<file path="src/rtl/music_pkg.sv">
// Shared definitions for the audio playback path: FSM states, default flash
// region bounds and the command characters also used by the keyboard decoder.
// No ports; imported by music_address_generator and its sub-module.
package music_pkg;

  // Playback sequencer states
  typedef enum logic [2:0] {
    FETCH,
    WAIT_DATA,
    EMIT0,
    EMIT1,
    ADVANCE
  } state_t;

  // Flash word-address width and default audio region (inclusive bounds)
  localparam int                    ADDR_W_DEF     = 23;
  localparam logic [ADDR_W_DEF-1:0] START_ADDR_DEF = 23'h000000;
  localparam logic [ADDR_W_DEF-1:0] END_ADDR_DEF   = 23'h07FFFF;

  // Keyboard command characters (ASCII) understood by the command decoder
  localparam logic [7:0] KEY_B = 8'h42;  // play backward
  localparam logic [7:0] KEY_D = 8'h44;  // pause
  localparam logic [7:0] KEY_E = 8'h45;  // start / resume
  localparam logic [7:0] KEY_F = 8'h46;  // play forward
  localparam logic [7:0] KEY_R = 8'h52;  // restart from region start

endpackage

</file>
<file path="src/rtl/flash_word_fetcher.sv">
// Purpose: owns the flash read/readdatavalid handshake for one word at a time,
//   dropping the returning word when a restart hit while it was in flight.
// Latency: flash_read rises the edge after fetch_go; word_valid is combinational
//   with flash_readdatavalid. Backpressure: none -- one outstanding read, and
//   flash_read is held until the flash answers.
// Ports: fetch_go/fetch_addr start a read; restart marks the in-flight word
//   for discard; word_valid/word present an accepted word; fetch_done flags
//   that the outstanding read retired (kept or discarded).
module flash_word_fetcher
  import music_pkg::*;
#(
  parameter int                ADDR_W     = ADDR_W_DEF,
  parameter logic [ADDR_W-1:0] RESET_ADDR = '0
) (
  input  logic              clk,
  input  logic              reset,
  input  logic              fetch_go,
  input  logic [ADDR_W-1:0] fetch_addr,
  input  logic              restart,
  output logic              flash_read,
  output logic [ADDR_W-1:0] flash_addr,
  input  logic [31:0]       flash_readdata,
  input  logic              flash_readdatavalid,
  output logic              fetch_done,
  output logic              word_valid,
  output logic [31:0]       word
);

  logic discard;

  // A strobe only counts while a read is outstanding; strays are ignored.
  assign fetch_done = flash_read & flash_readdatavalid;
  // A restart in the same cycle as the data also throws the word away.
  assign word_valid = fetch_done & ~discard & ~restart;
  assign word       = flash_readdata;

  always_ff @(posedge clk) begin
    if (reset) begin
      flash_read <= 1'b0;
      flash_addr <= RESET_ADDR;
      discard    <= 1'b0;
    end else begin
      if (fetch_go) begin
        flash_read <= 1'b1;
        flash_addr <= fetch_addr;
      end else if (fetch_done) begin
        flash_read <= 1'b0;
      end

      if (fetch_done) begin
        discard <= 1'b0;
      end else if (restart && flash_read) begin
        discard <= 1'b1;
      end
    end
  end

endmodule

</file>
<file path="src/rtl/music_address_generator.sv">
// Purpose: walks flash word addresses through the audio region, fetches each
//   32-bit word and plays it out as two 16-bit samples, one per sample tick.
// Latency: audio_valid/audio_sample update the edge after a serviceable tick.
//   Backpressure: none -- a tick with no sample ready is held one-deep, and a
//   second such tick is lost and flagged on the sticky underrun output.
// Ports: clk/reset; forward/start levels and restart pulse from the command
//   decoder; sample_tick; flash_read/flash_addr/flash_readdata/
//   flash_readdatavalid to flash; audio_sample/audio_valid/underrun out.
module music_address_generator
  import music_pkg::*;
#(
  parameter int                ADDR_W     = ADDR_W_DEF,
  parameter logic [ADDR_W-1:0] START_ADDR = ADDR_W'(START_ADDR_DEF),
  parameter logic [ADDR_W-1:0] END_ADDR   = ADDR_W'(END_ADDR_DEF)
) (
  input  logic              clk,
  input  logic              reset,
  input  logic              forward,
  input  logic              start,
  input  logic              restart,
  input  logic              sample_tick,
  output logic              flash_read,
  output logic [ADDR_W-1:0] flash_addr,
  input  logic [31:0]       flash_readdata,
  input  logic              flash_readdatavalid,
  output logic [15:0]       audio_sample,
  output logic              audio_valid,
  output logic              underrun
);

  state_t            state;
  state_t            state_next;
  logic [ADDR_W-1:0] addr;        // address of the word being played / fetched next
  logic              dir;         // direction latched when the word was captured
  logic [31:0]       word_buf;
  logic              pending;     // one tick received while no sample was ready

  logic              fetch_go;
  logic              fetch_done;
  logic              word_valid;
  logic [31:0]       word;

  logic              serv_tick;
  logic              emit_state;
  logic              do_emit;
  logic [ADDR_W-1:0] restart_addr;
  logic [ADDR_W-1:0] step_addr;
  logic [15:0]       emit_sample;

  flash_word_fetcher #(
    .ADDR_W     (ADDR_W),
    .RESET_ADDR (START_ADDR)
  ) u_fetcher (
    .clk                 (clk),
    .reset               (reset),
    .fetch_go            (fetch_go),
    .fetch_addr          (addr),
    .restart             (restart),
    .flash_read          (flash_read),
    .flash_addr          (flash_addr),
    .flash_readdata      (flash_readdata),
    .flash_readdatavalid (flash_readdatavalid),
    .fetch_done          (fetch_done),
    .word_valid          (word_valid),
    .word                (word)
  );

  always_ff @(posedge clk) begin
    if (reset) begin
      state <= FETCH;
    end else begin
      state <= state_next;
    end
  end

  always_comb begin
    state_next   = state;
    fetch_go     = 1'b0;
    // restart wins over a coincident tick; paused ticks are simply dropped
    serv_tick    = sample_tick & start & ~restart;
    emit_state   = (state == EMIT0) || (state == EMIT1);
    do_emit      = emit_state & start & ~restart & (pending | serv_tick);
    restart_addr = forward ? START_ADDR : END_ADDR;
    emit_sample  = '0;

    if (forward) begin
      step_addr = (addr == END_ADDR) ? START_ADDR : addr + ADDR_W'(1);
    end else begin
      step_addr = (addr == START_ADDR) ? END_ADDR : addr - ADDR_W'(1);
    end

    // dir=1 plays the low half first, dir=0 the high half first
    if (state == EMIT0) begin
      emit_sample = dir ? word_buf[15:0] : word_buf[31:16];
    end else begin
      emit_sample = dir ? word_buf[31:16] : word_buf[15:0];
    end

    case (state)
      FETCH: begin
        // a restart here holds off the request until the new address is loaded
        if (!restart) begin
          fetch_go   = 1'b1;
          state_next = WAIT_DATA;
        end
      end
      WAIT_DATA: begin
        // an in-flight read must retire before refetching; a discarded word
        // sends us back to FETCH at the (restart) address
        if (fetch_done) begin
          state_next = word_valid ? EMIT0 : FETCH;
        end
      end
      EMIT0: begin
        if (restart) begin
          state_next = FETCH;
        end else if (do_emit) begin
          state_next = EMIT1;
        end
      end
      EMIT1: begin
        if (restart) begin
          state_next = FETCH;
        end else if (do_emit) begin
          state_next = ADVANCE;
        end
      end
      ADVANCE: state_next = FETCH;
      default: state_next = FETCH;
    endcase
  end

  always_ff @(posedge clk) begin
    if (reset) begin
      addr         <= START_ADDR;
      dir          <= 1'b1;
      word_buf     <= '0;
      pending      <= 1'b0;
      audio_sample <= '0;
      audio_valid  <= 1'b0;
      underrun     <= 1'b0;
    end else begin
      audio_valid <= do_emit;
      if (do_emit) begin
        audio_sample <= emit_sample;
      end

      if (word_valid) begin
        word_buf <= word;
        dir      <= forward;
      end

      if (restart) begin
        addr <= restart_addr;
      end else if (state == ADVANCE) begin
        addr <= step_addr;
      end

      // In EMIT states a pending tick is consumed; if a fresh tick arrives in
      // the same cycle it takes the pending slot so neither is lost.
      if (restart || !start) begin
        pending <= 1'b0;
      end else if (emit_state) begin
        pending <= pending & serv_tick;
      end else if (serv_tick) begin
        pending <= 1'b1;
        if (pending) begin
          underrun <= 1'b1;
        end
      end
    end
  end

endmodule

</file>
<file path="config.mk">
export PLATFORM = sky130hd
export DESIGN_NAME = music_address_generator
export DESIGN_NICKNAME = d
export VERILOG_FILES = /design/src/rtl/music_pkg.sv /design/src/rtl/flash_word_fetcher.sv /design/src/rtl/music_address_generator.sv
export SDC_FILE = /design/constraint.sdc
export NUM_CORES = 1
export LEC_CHECK = 0
export CAP_MARGIN = 20
export CORE_ASPECT_RATIO = 1.4
export CORE_UTILIZATION = 23
export DETAILED_ROUTE_END_ITERATION = 6
export PLACE_DENSITY = 0.41
export SLEW_MARGIN = 15
export SYNTH_ARGS = -nofsm -noshare
export SYNTH_HDL_FRONTEND = slang
export SYNTH_SLANG_ARGS = --single-unit
</file>
<file path="constraint.sdc">
create_clock -name clk -period 7.5 [get_ports clk]
set_clock_uncertainty 0.1 [all_clocks]
set_input_delay 1.5 -clock clk [delete_from_list [all_inputs] [get_ports clk]]
set_output_delay 1.5 -clock clk [all_outputs]
set_load 0.005 [all_outputs]
</file>
==> impl_metrics.ini, run 1 <==
[sta]
slew_headroom = 0.345
post-route-min-period_ps = 4180
fin_crit_sh = 0.557
clock.fmax_mhz = 239
rsz0062_at_grt = false
drv_slew = 0
tns_ps = 0
worstMarginPinSlew_ps = 973
setup_violations = 0
hold_viol_final = 0

[power_and_ir_drop]
leakagePower_nw = 1.97
p_comb_frac = 0.136
pwr-share-clk = 0.379
swShare = 0.280
p_int_uw = 882
p_sw_uw = 343
pwr-share-seq = 0.485
ir_drop_uv = 98.4
p_per_area_nw_per_um2 = 193
p_total_mw = 1.22

[cts]
path_clk_slew_ps = 70
numCtsBuffers = 9
clock_sinks = 103
worstSkewPairLatency_ps = 350
ctsResizeCount = 0
h-tree-depth = 3
cts_setup_buffers = 0
cts_tree = done
cts-root-buf = clkbuf_16
cts_hold_buf = 0
clock_path_buffers = 2

[routing]
drc = 0
via_per_inst = 4.89
first_iter_violations = 328
wirelength_mm = 15.5
wl_per_cell_um = 15.6
vias = 4843
ant_nets = 0
first_pass_iters = 5

[grt]
grt_pass1_wl_mm = 25.0
grt-ovfl-total = 0
antenna_found_initial = 0
grt_pass1_vias = 4730
grt_max_degree = 87
grt_util_all_layers = 0.141

[logic_synthesis]
yosysSeqAreaShare = 0.408
synth_top_cell_by_area = dfxtp_1
syn-num-nets = 695
synth_cells = 653
synth_top_area_frac = 0.408
avgSynthCellArea_um2 = 7.74
synth_seq_cells = 103
synth_warnings = 0
synth_cell_types = 64
yosys-top-cells-area = dfxtp_1 (41%), nand2_1 (9.7%), a21oi_1 (7.6%), clkbuf_1 (4.0%), a211oi_1 (3.7%)
netlist_area_um2 = 5050
synth-main-ff-cell = dfxtp_1
async_reset_ff_frac = 0
synth-edff-count = 0

[hold_path]
holdPathStages = 2
worstHoldStart = word_buf[24]
hold_end = word_buf[24]
hp-class = reg2reg

[critical_path]
rrSetupSlack_ps = 4130
arrival_ps = 4320
required_ps = 7640
criticalPathCategory = in2reg
r2r_cells = 5
cp-start-kind = input pin
rr_startpoint = addr[2]
path_max_fanout = 23
end_kind = flip-flop
rr_endpoint = addr[20]

[final_layout]
diodes = 0
drive_gt1_frac = 0.0587
final_cell_mix = nand2_1 (130), dfxtp_1 (103), clkdlybuf4s50_1 (79)
nFillCells = 2284
final_nets = 735
area_delta_synth_final_pct = 25.5
final_common_cell = nand2_1

[floorplan]
io_pins = 81
die_x_um = 127
dieArea_um2 = 22600
start_util = 0.237
die_h_um = 177
rows = 63
coreArea_um2 = 21400

[run]
maxCapViolations = 0

[place]
place.gp.congestion = 0.849
io_buffers = 80
dp_hpwl_mm = 10.5

[outcome]
status = complete, no violations
-- cell families after synthesis --
logic type | count (synthesis) | share of synthesized area
xor+xnor | 13 | 0.0225
simple gates | 260 | 0.236
flops | 103 | 0.408
buf+inv | 72 | 0.0601
mux | 16 | 0.0317
fa+ha+maj | 4 | 0.00941
compound gates | 185 | 0.232
-- metrics by stage --
stage / setup WS [ps] / util / hold WS [ps] / area (µm²) / cells
final: 3320 / 0.297 / 354 / 6350 / 990
after global routing: 3080 / 0.297 / 372 / 6350 / 990
after CTS: 3370 / 0.297 / 357 / 6350 / 990
after detailed placement: 2970 / 0.284 / 347 / 6060 / 974
after global placement: 3020 / 0.283 / 342 / 6040 / 973
after floorplan: 4680 / - / 336 / 5050 / 653
-- critical path, cell delays in order --
cell and delay, ps:
clkdlybuf4s50_1 1080, nor2_1 340, buf_4 280, a21oi_1 660, o221ai_1 260, o211a_1 190
-- worst max-delay path by stage --
stage                     startpoint  endpoint  slack (ps)  cells after the start
after floorplan              restart   addr[9]        4680                      5
after global placement       restart   addr[9]        3020                      6
after detailed placement     restart  addr[10]        2970                      6
after CTS                    restart  addr[14]        3370                      6
after global routing         restart  addr[10]        3080                      6
final                        restart  addr[14]        3320                      6
-- power by group through the flow --
stage / Sequential, mW / Combinational (mW) / Clock (mW)
floorplan: 0.586 / 0.125 / 0
detailed placement: 0.606 / 0.168 / 0
CTS: 0.593 / 0.168 / 0.483
global route: 0.597 / 0.184 / 0.510
global placement: 0.605 / 0.166 / 0
finish: 0.594 / 0.167 / 0.464
-- synth_stat cells, drive strengths merged, types with 2 or more instances --
library cell and instances:
nor2 44, nor3 24, xnor2 9, nand3 12, o22ai 5, nand2b 3, buf 7, a221oi 2
nor4b 3, inv 10, a31oi 8, o21ai 27, o31ai 2, or3 6, nand4 8, mux2i 16
o21bai 2, or2 2, a22oi 2, nor4 10, o221ai 7, ha 3, xor2 4, or4 7
dfxtp 103, a211oi 26, o31a 3, o311ai 4, o211ai 3, and3 4, nand2 130, o211a 4
a21oi 78, clkbuf 54, and4 4
-- registers in the layout (all words and copies together) (netlist names) --
name / count
word_buf: 32
u_fetcher.flash_addr: 23
underrun: 1
u_fetcher.discard: 1
audio_valid: 1
addr: 23
pending: 1
dir: 1
state: 3
audio_sample: 16
u_fetcher.flash_read: 1
-- routing by layer --
metal / vias up / GRT usage / wire [µm]
li1: 2404 / - / -
met1: 2299 / 0.166 / 6590
met2: 130 / 0.248 / 7860
met3: 10 / 0.0338 / 844
met4: 0 / 0.0496 / 202
met5: - / 0 / 0
-- area by class of cell --
cell class / instances / area, µm² / area share
Tap cell: 292 / 365 / 0.0576
Clock buffer: 12 / 256 / 0.0404
Sequential cell: 103 / 2060 / 0.325
Multi-Input combinational cell: 478 / 2710 / 0.427
Inverter: 11 / 41.3 / 0.00651
Timing Repair Buffer: 90 / 881 / 0.139
Clock inverter: 4 / 30.0 / 0.00473
No activity file was read; power rests on OpenSTA's default activity.
==> run 2, diff against run 1 <==
Clock period 7.5 ns to 4.15 ns, I/O delays scaled along.
==> run 2 against run 1 <==
Against the previous run:
- sequential power grew 80%
- first-iteration DRC count fell by 14%
- final area rose by 1.5%
- cell count increased by 0.40%
- flip-flop and latch count unchanged
- clock-buffer cell count fell by 3
- non-clock buffer count rose by 4
- power is 97% higher
==> impl_metrics.ini, run 2 (synthesized netlist as in run 1, its figures left out) <==
[power_and_ir_drop]
pwr-share-clk = 0.428
leakagePower_nw = 2.02
p_int_mw = 1.76
p_comb_frac = 0.127
p_sw_uw = 656
ir_drop_uv = 191
p_per_area_nw_per_um2 = 374
pwr-share-seq = 0.445
swShare = 0.272

[hold_path]
holdPathStages = 2
hp-class = reg2reg

[final_layout]
final_common_cell = nand2_1
final_util = 0.302
reg_top3 = word_buf (32), addr (23), u_fetcher.flash_addr (23)
area_delta_synth_final_pct = 27.5
regMostFlops = word_buf
diodes = 0
final_nets = 739
drive_gt1_frac = 0.0655
largest_reg_flops = 32
final_cell_mix = nand2_1 (130), dfxtp_1 (103), clkdlybuf4s50_1 (79)
nFillCells = 2304

[floorplan]
io_pins = 81
start_util = 0.237
die_h_um = 177
dieArea_um2 = 22600
coreArea_um2 = 21400
rows = 63
die_x_um = 127

[routing]
wirelength_mm = 15.9
ant_nets = 0
first_iter_violations = 282
vias = 4876
via_per_inst = 4.91
first_pass_iters = 4
drc = 0
wl_per_cell_um = 15.9

[sta]
rsz0062_at_grt = false
clock.fmax_mhz = 355
slew_headroom = 0.361
holdWs_ps = 355
fin_crit_sh = 0.680
post-route-min-period_ps = 2820
worstMarginPinSlew_ps = 959
tns_ps = 0
hold_viol_final = 0
setup_violations = 0
drv_slew = 0

[critical_path]
cp_slowest_cell = or4_4
critical_path.max_stage_delay_ps = 640
r2r_cells = 6
criticalPathCategory = reg2reg
path_max_fanout = 12
crit_top_cell = or4_4
path_cells = or4_4 > or4_4 > o21ba_1 > a221oi_2 > nor3_1 > nor4_2
end_kind = flip-flop
cp-start-kind = flip-flop
arrival_ps = 2990
required_ps = 4320

[cts]
h-tree-depth = 3
numCtsBuffers = 9
ctsResizeCount = 0
clock_path_buffers = 2
clock_sinks = 103
path_clk_slew_ps = 80
cts_setup_buffers = 0
cts_tree = done
cts-root-buf = clkbuf_16
cts_hold_buf = 0
worstSkewPairLatency_ps = 360

[grt]
antenna_found_initial = 0
grt_pass1_vias = 4980
grt_max_degree = 63
grt_util_all_layers = 0.147
grt-ovfl-total = 0
grt_pass1_wl_mm = 26.0

[place]
dp_hpwl_mm = 10.9
io_buffers = 80
place.gp.congestion = 0.801

[run]
maxCapViolations = 0

[outcome]
status = complete, no violations
## run 2: cell count changes in the layout (fill, tap and decap cells not counted)
| cell | before | now |
|---|---|---|
| clkbuf_1 | 1 | 0 |
| inv_8 | 0 | 1 |
| inv_6 | 0 | 2 |
| clkinv_2 | 1 | 0 |
| clkinvlp_4 | 1 | 0 |
| buf_4 | 10 | 14 |
| bufinv_16 | 0 | 3 |
| clkbuf_8 | 2 | 0 |
| clkinv_4 | 2 | 1 |
## run 2: final cells by class
type / instances / area (µm²) / area share
clock buffers: 9 / 225 / 0.0350
clock inverters: 7 / 128 / 0.0198
inverters: 11 / 41.3 / 0.00641
multi-input cells: 478 / 2710 / 0.421
flip-flops and latches: 103 / 2060 / 0.320
well taps: 292 / 365 / 0.0567
repair buffers: 94 / 911 / 0.141
## run 2: metal layers
layer	global-route usage	wire length, µm	up-vias
met1	0.162	6580	2305
li1	-	-	2413
met5	0	0	-
met3	0.0256	744	34
met4	0.0729	461	0
met2	0.268	8070	124
## run 2: final timing paths
check / start / slack, ps / to
max: addr[12] / 1330 / addr[6]
min: word_buf[15] / 360 / word_buf[15]
min reg2reg: word_buf[15] / 360 / word_buf[15]
max reg2reg: addr[12] / 1330 / addr[6]
## run 2: power groups by stage
stage                     clock network [mW]  registers [mW]  logic (mW)
after floorplan                            0            1.06       0.226
after global placement                     0            1.10       0.309
after detailed placement                   0            1.10       0.310
after CTS                               1.07            1.07       0.311
after global routing                    1.11            1.08       0.338
final                                   1.03            1.07       0.308
## run 2: worst max-delay path: cells and delay by family (launching register included)
kind,cells,cell delay (ps)
and+or+nand+nor,4,1480
DFF,1,430
AOI/OAI and AO/OA,2,720
## run 2: metrics by stage
stage	setup WS, ps	power [mW]	area (µm²)	std cells
after global routing	1240	2.53	6440	994
after detailed placement	1090	1.41	6090	978
after global placement	1040	1.40	6070	977
final	1330	2.41	6440	994
after floorplan	1550	1.28	5050	653
after CTS	1370	2.45	6440	994
==> run 3, diff against run 2 <==
Clock period 4.15 ns to 2.6 ns, I/O delays scaled along.
==> run 3 against run 2 <==
Against the previous run:
- die area unchanged
- sequential power increased by 57%
- cell count increased by 4.0%
- register-to-register slack got worse by 1200 ps
- hold slack got worse by 2.1 ps
- first-iteration DRC count increased by 3.9%
- clock power increased by 39%
==> impl_metrics.ini, run 3 (synthesized netlist as in run 1, its figures left out) <==
[final_layout]
final_nets = 779
area_delta_synth_final_pct = 33.7
final_cell_mix = nand2_1 (130), dfxtp_1 (103), clkdlybuf4s50_1 (79)
fin_area_um2 = 6760
reg_top3 = word_buf (32), addr (23), u_fetcher.flash_addr (23)
diodes = 0
final_common_cell = nand2_1
drive_gt1_frac = 0.120
regMostFlops = word_buf
fin_cells = 1034
largest_reg_flops = 32

[routing]
vias = 5006
via_per_inst = 4.84
wirelength_mm = 16.4
wl_per_cell_um = 15.9
first_pass_iters = 4
ant_nets = 0
first_iter_violations = 293
drc = 0

[run]
maxCapViolations = 0

[critical_path]
required_ps = 2770
cpLargestDelayFamily = simple AND/OR/NAND/NOR gates
critPathBufInv = 0
end_kind = flip-flop
path_max_fanout = 10
criticalPathCategory = reg2reg
cp_slowest_cell = or4_4
cp-start-kind = flip-flop
rr_endpoint = addr[6]
rr_startpoint = addr[12]
rrSetupSlack_ps = 110
crit_top_cell = or4_4
r2r_cells = 6
path_cells = or4_4 > or4_4 > o21ba_2 > a221oi_2 > nor3_1 > nor4_2
arrival_ps = 2670
critical_path.max_stage_delay_ps = 540

[cts]
clock_path_buffers = 2
clock_sinks = 103
h-tree-depth = 3
worstSkewPairLatency_ps = 350
cts-root-buf = clkbuf_16
numCtsBuffers = 9
path_clk_slew_ps = 80
cts_tree = done

[hold_path]
hold_end = u_fetcher.flash_addr[12]
holdPathStages = 2
hp-class = reg2reg
worstHoldStart = u_fetcher.flash_addr[12]

[power_and_ir_drop]
p_total_mw = 3.71
p_per_area_nw_per_um2 = 549
leakagePower_nw = 2.20
ir_drop_uv = 356

[grt]
grt_util_all_layers = 0.150
grt_max_degree = 81
grt_pass1_vias = 5092
antenna_found_initial = 0
grt_pass1_wl_mm = 26.7
grt-ovfl-total = 0

[floorplan]
die_h_um = 177
coreArea_um2 = 21400
start_util = 0.237
io_pins = 81
dieArea_um2 = 22600
die_x_um = 127
rows = 63

[sta]
worstMarginPinSlew_ps = 537
final.setup.worst_slack_ps = 105
slew_headroom = 0.639
rsz0062_at_grt = false
holdWs_ps = 353
fin_crit_sh = 0.960
drv_slew = 0
clock.fmax_mhz = 401
hold_viol_final = 0
post-route-min-period_ps = 2490
setup_violations = 0

[place]
place.gp.congestion = 0.815
dp_hpwl_mm = 11.5
dp_cells = 1017
place_area_um2 = 6440
place_ws_ps = -77.6
io_buffers = 80

[outcome]
status = complete, no violations
==> run 3: worst max-delay path by stage <==
stage | start | to | cells after the start
floorplan | addr[13] | addr[11] | 10
global placement | restart | addr[10] | 5
detailed placement | restart | addr[10] | 5
CTS | addr[12] | addr[6] | 6
global route | addr[4] | addr[6] | 7
finish | addr[12] | addr[6] | 6
==> run 3: timing repair <==
| item | 4_1_cts | 5_1_grt |
|---|---|---|
| endpoints found under the setup margin | 0 | 6 |
| hold buffers | 0 | 0 |
| gates resized for setup | 0 | 3 |
| setup buffers | 0 | 1 |
==> run 3: per-stage QoR <==
step	utilization	TNS [ps]
after floorplan	-	0
after global placement	0.301	-84.7
after CTS	0.316	0
after detailed placement	0.301	-225
after global routing	0.316	0
final	0.316	0
==> run 3: power breakdown <==
part | internal, mW | switching (mW) | leakage [nW] | total, mW
Combinational | 0.272 | 0.325 | 1.22 | 0.597
Clock | 0.760 | 0.669 | 0.144 | 1.43
Sequential | 1.63 | 0.0522 | 0.836 | 1.68
Total | 2.66 | 1.05 | 2.20 | 3.71
==> run 3: layout make-up <==
type | count | area, µm²
fill | 2319 | 14600
multi-input combinational | 478 | 2720
sequential | 103 | 2060
timing repair buffer | 134 | 1270
tap | 292 | 365
clock buffer | 9 | 225
clock inverter | 7 | 78.8
inverter | 11 | 41.3
==> run 3: metal layers <==
metal,GRT usage,vias up,routed length (µm)
li1,-,2495,-
met1,0.169,2375,7030
met2,0.270,112,8350
met3,0.0259,24,650
met4,0.0764,0,403
met5,0,-,0
==> run 3: worst register-to-register path: cells and delay by family, from the launching register on <==
kind	cells	cell delay, ps
and+or+nand+nor	4	1340
DFF	1	310
AOI/OAI and AO/OA	2	650
